File: src/rtl/adc_cmd_pkg.sv
// rtl/adc_cmd_pkg.sv - shared constants, state type and command-word helper for the ADC command sequencer
package adc_cmd_pkg;

    localparam int MAX_CH = 8;
    localparam int CMD_W  = 16;

    // ADC control word layout: write flag, 7-bit register address, 8-bit register data
    localparam int CMD_WR_BIT   = 15;
    localparam int CMD_ADDR_LSB = 8;
    localparam int CMD_ADDR_W   = 7;
    localparam int CMD_DATA_LSB = 0;
    localparam int CMD_DATA_W   = 8;

    // 16 SCLK periods at 20 MHz SCLK is 38.4 ti_clk cycles at 48 MHz; rounded up with margin
    localparam logic [15:0] MIN_SAFE_INTERVAL = 16'd40;

    typedef enum logic [1:0] {
        ST_IDLE,
        ST_EMIT,
        ST_WAIT,
        ST_DONE
    } seq_state_e;

    function automatic logic [CMD_W-1:0] make_cmd(
        input logic                  wr,
        input logic [CMD_ADDR_W-1:0] addr,
        input logic [CMD_DATA_W-1:0] data
    );
        return {wr, addr, data};
    endfunction

endpackage

File: src/rtl/adc_pace_timer.sv
// rtl/adc_pace_timer.sv - loadable 16-bit down-counter pacing command strobes
module adc_pace_timer (
    input  logic        clk,
    input  logic        rst_n,
    input  logic        load,
    input  logic [15:0] load_val,
    input  logic        dec,
    output logic [15:0] value,
    output logic        zero
);

    logic [15:0] value_q;
    logic [15:0] value_d;

    always_comb begin
        value_d = value_q;
        if (load) begin
            value_d = load_val;
        end else if (dec && (value_q != 16'd0)) begin
            value_d = value_q - 16'd1;
        end
    end

    always_ff @(posedge clk or negedge rst_n) begin
        if (!rst_n) begin
            value_q <= 16'd0;
        end else begin
            value_q <= value_d;
        end
    end

    assign value = value_q;
    assign zero  = (value_q == 16'd0);

endmodule

File: src/rtl/adc_cmd_sequencer.sv
// rtl/adc_cmd_sequencer.sv - emits a host-loaded table of ADC command words at a programmable pace
module adc_cmd_sequencer #(
    parameter int MAX_CH = adc_cmd_pkg::MAX_CH,
    parameter int CMD_W  = adc_cmd_pkg::CMD_W
) (
    input  logic             ti_clk,
    input  logic             rst_n,
    input  logic             cfg_wr_en,
    input  logic [2:0]       cfg_addr,
    input  logic [CMD_W-1:0] cfg_data,
    input  logic [3:0]       ch_count,
    input  logic [15:0]      interval,
    input  logic             continuous,
    input  logic             start,
    input  logic             stop,
    output logic [CMD_W-1:0] din,
    output logic             din_en,
    output logic             busy,
    output logic             done,
    output logic             err_cfg,
    output logic [15:0]      sweep_count
);

    adc_cmd_pkg::seq_state_e state_q, state_d;

    logic [CMD_W-1:0] cmd_tbl_q [MAX_CH];
    logic [CMD_W-1:0] cmd_tbl_d [MAX_CH];
    logic [CMD_W-1:0] din_q, din_d;
    logic             din_en_q, din_en_d;
    logic             busy_q, busy_d;
    logic             done_q, done_d;
    logic             err_cfg_q, err_cfg_d;
    logic [15:0]      sweep_count_q, sweep_count_d;
    logic [2:0]       idx_q, idx_d;
    logic [2:0]       ch_last_q, ch_last_d;
    logic [15:0]      reload_q, reload_d;
    logic             cont_q, cont_d;

    logic             pace_load;
    logic             pace_dec;
    logic             pace_zero;
    logic [15:0]      pace_value;
    logic             cfg_legal;
    logic             last_word;

    adc_pace_timer u_pace (
        .clk      (ti_clk),
        .rst_n    (rst_n),
        .load     (pace_load),
        .load_val (reload_q),
        .dec      (pace_dec),
        .value    (pace_value),
        .zero     (pace_zero)
    );

    always_comb begin
        cfg_legal     = (ch_count != 4'd0) && (int'(ch_count) <= MAX_CH);
        last_word     = (idx_q == ch_last_q);
        state_d       = state_q;
        cmd_tbl_d     = cmd_tbl_q;
        din_d         = din_q;
        din_en_d      = 1'b0;
        done_d        = 1'b0;
        err_cfg_d     = 1'b0;
        sweep_count_d = sweep_count_q;
        idx_d         = idx_q;
        ch_last_d     = ch_last_q;
        reload_d      = reload_q;
        cont_d        = cont_q;
        pace_load     = 1'b0;
        pace_dec      = 1'b0;

        case (state_q)
            adc_cmd_pkg::ST_IDLE: begin
                if (cfg_wr_en && (int'(cfg_addr) < MAX_CH)) begin
                    cmd_tbl_d[cfg_addr] = cfg_data;
                end
                // stop wins over a simultaneous start, so nothing is accepted or rejected
                if (start && !stop) begin
                    if (cfg_legal) begin
                        ch_last_d     = 3'(ch_count - 4'd1);
                        reload_d      = (interval == 16'd0) ? 16'd0 : (interval - 16'd1);
                        cont_d        = continuous;
                        idx_d         = 3'd0;
                        sweep_count_d = 16'd0;
                        state_d       = adc_cmd_pkg::ST_EMIT;
                    end else begin
                        err_cfg_d = 1'b1;
                    end
                end
            end
            adc_cmd_pkg::ST_EMIT: begin
                din_d     = cmd_tbl_q[idx_q];
                din_en_d  = 1'b1;
                pace_load = 1'b1;
                if (last_word) begin
                    idx_d         = 3'd0;
                    sweep_count_d = sweep_count_q + 16'd1;
                end else begin
                    idx_d = idx_q + 3'd1;
                end
                if (stop) begin
                    state_d = adc_cmd_pkg::ST_IDLE;
                end else if (last_word && !cont_q) begin
                    state_d = adc_cmd_pkg::ST_DONE;
                end else if (reload_q == 16'd0) begin
                    state_d = adc_cmd_pkg::ST_EMIT;
                end else begin
                    state_d = adc_cmd_pkg::ST_WAIT;
                end
            end
            adc_cmd_pkg::ST_WAIT: begin
                pace_dec = 1'b1;
                // leaving on the last count keeps EMIT-to-EMIT spacing at reload+1 cycles
                if (stop) begin
                    state_d = adc_cmd_pkg::ST_IDLE;
                end else if (pace_zero || (pace_value == 16'd1)) begin
                    state_d = adc_cmd_pkg::ST_EMIT;
                end
            end
            adc_cmd_pkg::ST_DONE: begin
                done_d  = 1'b1;
                state_d = adc_cmd_pkg::ST_IDLE;
            end
            default: begin
                state_d = adc_cmd_pkg::ST_IDLE;
            end
        endcase

        // registered from the next state so busy drops together with the done pulse
        busy_d = (state_d != adc_cmd_pkg::ST_IDLE);
    end

    always_ff @(posedge ti_clk or negedge rst_n) begin
        if (!rst_n) begin
            state_q       <= adc_cmd_pkg::ST_IDLE;
            din_q         <= '0;
            din_en_q      <= 1'b0;
            busy_q        <= 1'b0;
            done_q        <= 1'b0;
            err_cfg_q     <= 1'b0;
            sweep_count_q <= 16'd0;
            idx_q         <= 3'd0;
            ch_last_q     <= 3'd0;
            reload_q      <= 16'd0;
            cont_q        <= 1'b0;
            for (int i = 0; i < MAX_CH; i++) begin
                cmd_tbl_q[i] <= '0;
            end
        end else begin
            state_q       <= state_d;
            din_q         <= din_d;
            din_en_q      <= din_en_d;
            busy_q        <= busy_d;
            done_q        <= done_d;
            err_cfg_q     <= err_cfg_d;
            sweep_count_q <= sweep_count_d;
            idx_q         <= idx_d;
            ch_last_q     <= ch_last_d;
            reload_q      <= reload_d;
            cont_q        <= cont_d;
            cmd_tbl_q     <= cmd_tbl_d;
        end
    end

    assign din         = din_q;
    assign din_en      = din_en_q;
    assign busy        = busy_q;
    assign done        = done_q;
    assign err_cfg     = err_cfg_q;
    assign sweep_count = sweep_count_q;

endmodule

File: config.mk
export PLATFORM = sky130hd
export DESIGN_NAME = adc_cmd_sequencer
export DESIGN_NICKNAME = d
export VERILOG_FILES = /design/src/rtl/adc_cmd_pkg.sv /design/src/rtl/adc_pace_timer.sv /design/src/rtl/adc_cmd_sequencer.sv
export SDC_FILE = /design/constraint.sdc
export NUM_CORES = 1
export LEC_CHECK = 0
export CORE_MARGIN = 3
export CORE_UTILIZATION = 53
export DETAILED_ROUTE_END_ITERATION = 12
export GPL_TIMING_DRIVEN = 0
export PLACE_DENSITY = 0.84
export SLEW_MARGIN = 15
export SYNTH_ARGS = -nofsm -noshare
export SYNTH_HDL_FRONTEND = slang
export SYNTH_HIERARCHICAL = 1
export SYNTH_SLANG_ARGS = --single-unit
File: constraint.sdc
create_clock -name ti_clk -period 4.55 [get_ports ti_clk]
set_input_delay 0.91 -clock ti_clk [delete_from_list [all_inputs] [get_ports ti_clk]]
set_output_delay 0.91 -clock ti_clk [all_outputs]
set_load 0.01 [all_outputs]
==> metrics.txt, run 1 <==
status=finished, final reports clean; DPL Wire Length=14,700 µm; initial antenna violation count=0; flops & latches, synth=205; Cell Pwr Density=562 nW/µm²; core footprint=17,600 µm²; Req. time, crit path=4.92 ns; yosys warns=6; leakage power=4.71 nW; Ant. Diodes=0; Die Ht=141 µm; max-cap viol count=0; die area=19,900 µm²; commonest non-fill, non-tap cell in the layout=dfrtp_1; Root Buffer Master=clkbuf_16; worst-case clock buffer depth=3; startpoint types=input port; post-synthesis area per instance=12.7 µm²; Detailed Routing Iterations Pass 1=8; Mapped Cells=764; routed vias=6,738; FP Rows=48; crit-path max FO=10; initial detailed-routing violation count=538; library cells used by synthesis=58; Comb pwr share=0.294; Seq/Total Area, Yosys=0.530; NetSw=1.97 mW; final core occ=0.654; Worst Skew=0.0120 ns; hold_buf cts=0; CTS Sinks=205; crit share post-route=0.616; Slew HR=0.372; worst-skew pair later-pin latency=0.51 ns; Most Frequent Cell on Critical Path=clkbuf_1; Congestion Overflow GR=0; Slowest cell on crit path=clkdlybuf4s50_1; Crit path arrival time=3.17 ns; Finished Layout Cells=1,109; final wirelength=22,700 µm; CTS Buf Count=22; Final Slew Violations=0; Slew @ Worst Pin=0.942 ns; Top FF cell, synth=dfrtp_1; Post-DRT Antenna Nets=0; share of layout cells above drive strength 1=0.245; RSZ-0062 raised after global routing=no; Reg power frac=0.428; largest area contributor in the netlist=dfrtp_1; fin crit period=2.80 ns; drt wl/cell=20.5 µm; largest net degree at the start of global routing=109; Setup violations, final=0; total global-route track usage=0.231; Buf/Inv on CP=4; internal power=4.50 mW; global-route wire length before repair=37,000 µm; WS Path Type=input port to flip-flop; post-CTS sizing=0; die boundary width=141 µm; number of synthesized flops with an enable pin=0; crit end category=flip-flop; post-synth net total=815; IO Pins=81; vias in the first global route=6,816; H-tree depth=1; Hold Crit Class=input port to asynchronous set/reset pin; post-CTS setup repair buffer count=0; Clock Power Share=0.277; Critical Path Max Stage Delay=0.49 ns; Reg clk slew, reported paths=0.06 ns; synth-to-layout area growth=19.0%; Area contributors post-synth=dfrtp_1 53%, mux2_2 15%, mux4_2 7.4%; nets@finish=920; Fin. Hold Viols=0; DR DRC count=0; CTS tree=built; critical path, cell by cell=clkdlybuf4s50_1 > inv_1 > ha_1 > nor2b_1 > xnor2_1 > and2_1 > clkbuf_1 > clkbuf_1 > nor2_1; Post-Syn Area=9670 µm²; IO Port Bufs=80; fillers=1,226; GP Congestion=0.897; Peak Freq=357 MHz; Placed Cells incl. Taps=1,070; share of the synthesized area in the top cell type=0.530; drt via density=6.08; Initial Util=0.550; CP delay by family, top=buffers and inverters; Switching Share=0.304; Post-synth ARST share=1.00; Power, Total=6.47 mW; commonest non-fill, non-tap cells in the layout=205 x dfrtp_1, 129 x mux2_2, 79 x clkdlybuf4s50_1; maximum vdd drop=0.000362 V
==> metal layers <==
metal / global-route usage / share of wire
met2: 0.383 / 0.50
met3: 0.0305 / 0.046
met4: 0.0530 / 0.018
met1: 0.329 / 0.43
met5: 0 / 0
==> state kept, by name, summed over array words and instances, names as in the netlist <==
| signal | flops |
|---|---|
| state_q | 2 |
| busy | 1 |
| done | 1 |
| cmd_tbl_q | 128 |
| err_cfg | 1 |
| din_en | 1 |
| sweep_count | 16 |
| u_pace/value | 16 |
| ch_last_q | 3 |
| cont_q | 1 |
| idx_q | 3 |
| din | 16 |
| reload_q | 16 |
==> cells in the mapped netlist (4+ instances only) <==
cell type	count
a21oi_1	12
a31oi_1	8
and2_1	5
and3_1	5
buf_1	4
buf_2	11
clkbuf_1	24
dfrtp_1	205
ha_1	6
inv_1	10
mux2_2	129
mux2i_1	18
mux4_2	32
nand2_1	67
nand2b_1	5
nand3_1	12
nand4_1	8
nor2_1	29
nor2b_1	6
nor3_1	9
nor4_1	12
o211ai_1	6
o21ai_0	40
o31ai_1	17
o41ai_1	4
or3_1	8
or4_1	15
xnor2_1	9
xor2_1	14
==> logic make-up (layout without fill, tap and decap cells) <==
group / Yosys count / in the layout / share of synthesized area
buf+inv: 51 / 171 / 0.0221
xor+xnor: 23 / 23 / 0.0208
mux: 179 / 179 / 0.243
simple gates: 200 / 200 / 0.111
compound gates: 100 / 100 / 0.0649
fa+ha+maj: 6 / 6 / 0.00776
flops: 205 / 205 / 0.530
==> worst reg2reg max path, stage by stage, from the launching register on <==
cell	delay, ns
dfrtp_1	0.41
nor2b_1	0.44
or3b_2	0.57
or3_1	0.32
buf_2	0.17
or4b_1	0.47
a31oi_1	0.19
==> through the flow <==
step                      hold WS (ns)  area [µm²]  setup TNS (ns)  setup slack (ns)
final                            0.421       11500               0              1.75
after global routing             0.479       11500               0              1.58
after CTS                        0.461       11500               0              1.76
after detailed placement         0.470       10800               0              1.25
after global placement           0.465       10800        -1211.57             -5.93
after floorplan                  0.463        9670               0              2.14
==> power groups by stage <==
stage,logic [mW],clock network (mW),registers (mW)
after floorplan,1.30,0,2.70
after global placement,1.83,0,2.75
after detailed placement,1.89,0,2.77
after CTS,1.91,1.82,2.76
after global routing,2.08,1.89,2.84
final,1.90,1.79,2.77
==> area by class of cell <==
cell class                      count  area (µm²)  share of cell area
Tap cell                          225         282              0.0245
Clock inverter                      7        96.3             0.00837
Clock buffer                       32         628              0.0546
Buffer                             41         176              0.0153
Sequential cell                   205        5130               0.446
Timing Repair Buffer               81         833              0.0724
Multi-Input combinational cell    508        4330               0.376
Inverter                           10        37.5             0.00326
==> worst paths after layout <==
check,start,endpoint,slack (ns),cells after the start
max,ch_count[0],sweep_count[3]$_DFFE_PN0P_,1.75,9
min,rst_n,cmd_tbl_q[57]$_DFFE_PN0P_,0.42,1
max reg2reg,state_q[1]$_DFF_PN0_,u_pace/value[15]$_DFFE_PN0P_,1.89,6
min reg2reg,din[8]$_DFFE_PN0P_,din[8]$_DFFE_PN0P_,0.48,2
max in group asynchronous,rst_n,cmd_tbl_q[34]$_DFFE_PN0P_,3.15,2
min in group ti_clk,din[8]$_DFFE_PN0P_,din[8]$_DFFE_PN0P_,0.48,2
Note: power is estimated with default switching activity, not from simulation.
==> run 2: changes to the inputs <==
- PLACE_DENSITY: 0.84 -> 0.87
- clock period: 4.55 -> 2.36 ns (I/O delays scaled with it)
==> run 2 against run 1 <==
The flow now finishes with violations (hold timing). First-iteration DRC count is 0.37% lower. Worst setup slack worse by 1.6 ns. Sequential share of layout area is 0.26 points lower. Clock power is 92% higher. Count of clock-buffer cells in the layout is 1 higher. Via count is 1.7% higher. Utilization is 0.46 points higher. Non-clock buffer count stayed put. Critical path type is now flip-flop to flip-flop.
==> metrics.txt, run 2 (synthesis results as in run 1) <==
status=finished with violations (was finished, final reports clean); failing checks=hold timing; global-route wire length before repair=38,500 µm (was 37,000 µm); vias in the first global route=7,150 (was 6,816); leakage power=4.76 nW (was 4.71 nW); Slew @ Worst Pin=0.812 ns (was 0.942 ns); Peak Freq=442 MHz; fin crit period=2.26 ns; Slowest cell on crit path=or4_4 (was clkdlybuf4s50_1); Buf/Inv on CP=1 (was 4); Cell Pwr Density=1080 nW/µm² (was 562 nW/µm²); drt via density=6.19 (was 6.08); Crit path arrival time=2.68 ns (was 3.17 ns); Worst Skew=0.00749 ns (was 0.0120 ns); Initial Util=0.550 (unchanged); FP Rows=48 (unchanged); CTS Sinks=205 (unchanged); Final TNS setup=0 ns (unchanged); maximum vdd drop=0.000740 V (was 0.000362 V); met3 wire len=1170 µm (was 1050 µm); core footprint=17,600 µm² (unchanged); die area=19,900 µm² (unchanged); Root Buffer Master=clkbuf_16 (unchanged); commonest non-fill, non-tap cell in the layout=dfrtp_1 (unchanged); Placed Cells incl. Taps=1,070 (unchanged); max reg flops=128 (unchanged); crit-path max FO=9 (was 10); RSZ-0062 raised after global routing=yes (was no); max-cap viol count=0 (unchanged); worst-skew pair later-pin latency=0.50 ns (was 0.51 ns); Fin. Hold Viols=7 (was 0); CTS tree=built (unchanged); WS Path Type=flip-flop to flip-flop (was input port to flip-flop); total global-route track usage=0.241 (was 0.231); Post-DRT Antenna Nets=0 (unchanged); CP Capture Point=u_pace/value[12]$_DFFE_PN0P_ (was sweep_count[3]$_DFFE_PN0P_); DR top layer=met4 (unchanged); GP Congestion=0.905 (was 0.897); hold slack=-0.00897 ns (was 0.421 ns); r2r worst-path depth=5 (was 6); commonest non-fill, non-tap cells in the layout=201 x dfrtp_1, 129 x mux2_2, 79 x clkdlybuf4s50_1 (was 205 x dfrtp_1, 129 x mux2_2, 79 x clkdlybuf4s50_1); worst-case clock buffer depth=3 (unchanged); final core occ=0.659 (was 0.654); startpoint types=flip-flop (was input port); Critical Path Max Stage Delay=0.57 ns (was 0.49 ns); IO Pins=81 (unchanged); fillers=1,244 (was 1,226); Finished Layout Cells=1,108 (was 1,109); CP delay by family, top=simple AND/OR/NAND/NOR gates (was buffers and inverters); Ant. Diodes=0 (unchanged); drt wl/cell=21.1 µm (was 20.5 µm); IO Port Bufs=80 (unchanged); Biggest register=cmd_tbl_q (unchanged); Setup violations, final=0 (unchanged); Reg clk slew, reported paths=0.06 ns (about the same); DPL Wire Length=15,300 µm (was 14,700 µm); crit share post-route=0.959; synth-to-layout area growth=19.8% (was 19.0%); flop-to-flop setup slack=0.1 ns (was 1.89 ns); Die Ht=141 µm (unchanged); routed vias=6,853 (was 6,738); final wirelength=23,400 µm (was 22,700 µm); hold_buf cts=0 (unchanged); largest net degree at the start of global routing=110 (was 109); Detailed Routing Iterations Pass 1=5 (was 8); Congestion Overflow GR=0 (unchanged); Final Slew Violations=0 (unchanged); initial detailed-routing violation count=536 (was 538); crit end category=flip-flop (unchanged); Levels on crit path=5 (was 9); initial antenna violation count=0 (unchanged); Hold Crit Class=input port to asynchronous set/reset pin (unchanged); R2R Path Start=u_pace/value[4]$_DFFE_PN0P_ (was state_q[1]$_DFF_PN0_); worst setup path start=u_pace/value[4]$_DFFE_PN0P_ (was ch_count[0]); H-tree depth=1 (unchanged); CTS Buf Count=22 (unchanged); share of layout cells above drive strength 1=0.275 (was 0.245); nets@finish=920 (unchanged); Worst R2R End=u_pace/value[12]$_DFFE_PN0P_ (was u_pace/value[15]$_DFFE_PN0P_); die boundary width=141 µm (unchanged); DR DRC count=0 (unchanged); Req. time, crit path=2.78 ns (was 4.92 ns); routed wl met2=11,700 µm (was 11,400 µm); Slew HR=0.458 (was 0.372); critical path, cell by cell=or4_4 > or3_1 > buf_2 > or4_1 > a31oi_1 (was clkdlybuf4s50_1 > inv_1 > ha_1 > nor2b_1 > xnor2_1 > and2_1 > clkbuf_1 > clkbuf_1 > nor2_1); wl on met1=9870 µm (was 9880 µm)
==> run 2: changes by cell type in the layout (fill, tap and decap cells not counted), sizes merged <==
cell    delta
buf        +1
clkinv     -1
bufinv     -1
==> run 2: area by class of cell <==
class / instances / area (µm²) / share of cell area
clock buffers: 33 / 683 / 0.0589
flip-flops and latches: 205 / 5130 / 0.443
inverters: 10 / 37.5 / 0.00324
plain buffers: 37 / 173 / 0.0149
multi-input cells: 508 / 4370 / 0.377
clock inverters: 5 / 50.0 / 0.00432
well taps: 225 / 282 / 0.0243
repair buffers: 85 / 863 / 0.0745
==> run 2: what timing repair did <==
action | in CTS | in global routing
cloned | 0 | 0
endpoints found under the setup margin | 35 | 91
buffers inserted | 1 | 3
gates resized for setup | 5 | 22
pin swaps | 0 | 2
==> run 2: power by group <==
part           total, mW  internal [mW]  switching [mW]
Combinational       3.75           2.05            1.69
Clock               3.44           2.10            1.34
Sequential          5.36           4.59           0.773
==> run 2: how the worst min path moves through the flow <==
stage	startpoint	depth (start not counted)	to
6_report	rst_n	1	din[10]$_DFFE_PN0P_
5_1_grt	rst_n	1	din[10]$_DFFE_PN0P_
4_1_cts	rst_n	1	cmd_tbl_q[42]$_DFFE_PN0P_
3_5_place_dp	din[10]$_DFFE_PN0P_	2	din[10]$_DFFE_PN0P_
3_3_place_gp	din[8]$_DFFE_PN0P_	2	din[8]$_DFFE_PN0P_
2_1_floorplan	rst_n	0	busy$_DFF_PN0_
==> run 2: routing by layer <==
layer / track usage / vias to the layer above
met5: 0 / -
met4: 0.0668 / 0
met3: 0.0322 / 57
met2: 0.405 / 242
met1: 0.333 / 3506
li1: - / 3048
==> run 2: worst reg2reg max path, delay by kind of cell, from the launching register on <==
kind	cells	cell delay, ns
flip-flops	1	0.42
AND/OR/NAND/NOR	3	1.40
AO/OA/AOI/OAI	1	0.19
buffers and inverters	1	0.17
==> run 2: through the flow <==
step                power, mW  hold WS, ns  setup WS, ns  cell area [µm²]
floorplan                7.70        0.176        0.0760             9680
global placement         8.83        0.462         -7.63            10800
detailed placement       9.04        0.479        -0.584            10800
CTS                      12.6       0.0286       0.00770            11500
global route             13.2       0.0450      -0.00103            11600
finish                   12.5     -0.00897        0.0979            11600
==> run 3: changes to the inputs <==
- CORE_UTILIZATION: 53 -> 30
- HOLD_SLACK_MARGIN: not set -> 0.03
- PLACE_DENSITY: 0.87 -> 0.58
==> run 3 against run 2 <==
The run now ends clean. Critical path type unchanged. Via count is 3.7% lower. Largest power group unchanged. Critical path depth stayed put. Non-clock buffer count is 3 higher. Cell count is 17% higher. Fmax is 1.6% lower. Total power is 1.5% higher. Critical endpoint is now u_pace/value[0]$_DFFE_PN0P_. First-iteration DRC count is 14% lower. Sequential cell count stayed put. Largest cell class unchanged. Register-to-register slack worse by 0.04 ns. Routed wire length is 3.9% higher. Sequential power is 0.9% lower. Clock skew is 0.012 ns higher.
==> metrics.txt, run 3 (synthesis results as in run 1) <==
status=finished, final reports clean (was finished with violations); synth-to-layout area growth=23.4% (was 19.8%); RSZ-0062 raised after global routing=yes (unchanged); critical path, cell by cell=or4_1 > buf_2 > or4_1 > or4_1 > nand3_1 (was or4_4 > or3_1 > buf_2 > or4_1 > a31oi_1); die area=34,400 µm² (was 19,900 µm²); Detailed Routing Iterations Pass 1=4 (was 5); R2R Path Start=u_pace/value[7]$_DFFE_PN0P_ (was u_pace/value[4]$_DFFE_PN0P_); Slew @ Worst Pin=0.826 ns (was 0.812 ns); IO Port Bufs=80 (unchanged); CTS Buf Count=24 (was 22); fin crit period=2.30 ns (was 2.26 ns); Most Frequent Cell on Critical Path=or4_1; Root Buffer Master=clkbuf_16 (unchanged); Crit path arrival time=2.76 ns (was 2.68 ns); CP delay by family, top=simple AND/OR/NAND/NOR gates (unchanged); total global-route track usage=0.142 (was 0.241); Die Ht=186 µm (was 141 µm); DR DRC count=0 (unchanged); drt wl/cell=18.8 µm (was 21.1 µm); hold slack=0.379 ns (was -0.00897 ns); Final TNS setup=0 ns (unchanged); Critical Path Max Stage Delay=0.54 ns (was 0.57 ns); CTS tree=built (unchanged); Power, Total=12.7 mW (was 12.5 mW); Req. time, crit path=2.82 ns (was 2.78 ns); commonest non-fill, non-tap cell in the layout=dfrtp_1 (unchanged); max reg flops=128 (unchanged); Placed Cells incl. Taps=1,248 (was 1,070); Finished Layout Cells=1,293 (was 1,108); Buf/Inv on CP=1 (unchanged); Post-DRT Antenna Nets=0 (unchanged); final wirelength=24,300 µm (was 23,400 µm); worst setup path start=u_pace/value[7]$_DFFE_PN0P_ (was u_pace/value[4]$_DFFE_PN0P_); Setup WS pre-CTS=-0.576 ns (was -0.584 ns); worst setup margin=0.0614 ns (was 0.0979 ns); Initial Util=0.306 (was 0.550); Reg clk slew, reported paths=0.06 ns (about the same); FP Rows=65 (was 48); share of layout cells above drive strength 1=0.281 (was 0.275); max-cap viol count=0 (unchanged); leakage power=4.81 nW (was 4.76 nW); Congestion Overflow GR=0 (unchanged); nets@finish=925 (was 920); maximum vdd drop=0.000631 V (was 0.000740 V); CTS Sinks=205 (unchanged); Final Slew Violations=0 (unchanged); worst-case clock buffer depth=3 (unchanged); worst-skew pair later-pin latency=0.53 ns (was 0.50 ns); startpoint types=flip-flop (unchanged); fillers=3,035 (was 1,244); Hold Crit Class=input port to asynchronous set/reset pin (unchanged); largest net degree at the start of global routing=99 (was 110); Cell Pwr Density=1070 nW/µm² (was 1080 nW/µm²); Worst Skew=0.0198 ns (was 0.00749 ns); CP Capture Point=u_pace/value[0]$_DFFE_PN0P_ (was u_pace/value[12]$_DFFE_PN0P_); DPL Wire Length=16,300 µm (was 15,300 µm); crit-path max FO=8 (was 9); vias in the first global route=6,894 (was 7,150); Worst R2R End=u_pace/value[0]$_DFFE_PN0P_ (was u_pace/value[12]$_DFFE_PN0P_); core footprint=31,600 µm² (was 17,600 µm²); WS Path Type=flip-flop to flip-flop (unchanged); H-tree depth=1 (unchanged); crit end category=flip-flop (unchanged); global-route wire length before repair=38,800 µm (was 38,500 µm); crit share post-route=0.974 (was 0.959); Slowest cell on crit path=or4_1 (was or4_4); die boundary width=186 µm (was 141 µm); initial antenna violation count=1 (was 0); Biggest register=cmd_tbl_q (unchanged); Levels on crit path=5 (unchanged); flop-to-flop setup slack=0.06 ns (was 0.1 ns); routed vias=6,602 (was 6,853); Setup violations, final=0 (unchanged); r2r worst-path depth=5 (unchanged); IO Pins=81 (unchanged); Fin. Hold Viols=0 (was 7); commonest non-fill, non-tap cells in the layout=202 x dfrtp_1, 129 x mux2_2, 79 x clkdlybuf4s50_1 (was 201 x dfrtp_1, 129 x mux2_2, 79 x clkdlybuf4s50_1); initial detailed-routing violation count=459 (was 536); Slew HR=0.449 (was 0.458); drt via density=5.11 (was 6.19); Peak Freq=435 MHz (was 442 MHz); GP Congestion=0.832 (was 0.905)
==> run 3: worst reg2reg max path, cell delays in order, from the launching register on <==
cell and delay [ns]:
dfrtp_2 0.45, or4_1 0.51, buf_2 0.17, or4_1 0.54, or4_1 0.45, nand3_1 0.10
==> run 3: layout make-up <==
| type | count | area [µm²] | area share |
|---|---|---|---|
| Multi-Input combinational cell | 508 | 4370 | 0.366 |
| Antenna cell | 1 | 2.50 | 0.000210 |
| Buffer | 37 | 188 | 0.0157 |
| Inverter | 10 | 37.5 | 0.00314 |
| Timing Repair Buffer | 88 | 908 | 0.0761 |
| Clock buffer | 35 | 712 | 0.0596 |
| Tap cell | 402 | 503 | 0.0421 |
| Clock inverter | 7 | 87.6 | 0.00734 |
| Sequential cell | 205 | 5130 | 0.430 |
==> run 3: where the power goes <==
part / switching [mW] / internal [mW]
Clock: 1.50 / 2.20
Combinational: 1.65 / 2.07
Sequential: 0.727 / 4.59
==> run 3: per-stage QoR <==
| stage | utilization | area (µm²) |
|---|---|---|
| 6_report | 0.377 | 11900 |
| 5_1_grt | 0.377 | 11900 |
| 4_1_cts | 0.376 | 11900 |
| 3_5_place_dp | 0.349 | 11000 |
| 3_3_place_gp | 0.347 | 11000 |
| 2_1_floorplan | - | 9680 |
==> run 3: worst min path at each step <==
| stage | startpoint | endpoint | depth (start not counted) |
|---|---|---|---|
| after floorplan | rst_n | busy$_DFF_PN0_ | 0 |
| final | rst_n | reload_q[10]$_DFFE_PN0P_ | 2 |
| after CTS | rst_n | reload_q[10]$_DFFE_PN0P_ | 2 |
| after global routing | rst_n | reload_q[10]$_DFFE_PN0P_ | 2 |
| after detailed placement | rst_n | reload_q[15]$_DFFE_PN0P_ | 1 |
| after global placement | din[1]$_DFFE_PN0P_ | din[1]$_DFFE_PN0P_ | 2 |
==> run 3: what timing repair did <==
item                                    in CTS  in global routing
endpoints found under the hold margin       22                  0
pin swaps                                    0                  2
hold buffers                                 1                  0
setup buffers                                1                  4
endpoints found under the setup margin      48                 92
resized for setup                           14                 20
==> run 3: per-layer routing <==
metal	wire length, µm	up-vias	GRT usage
li1	-	3074	-
met1	11200	3378	0.191
met2	11700	124	0.241
met3	1040	26	0.0250
met4	400	0	0.0357
met5	0	-	0
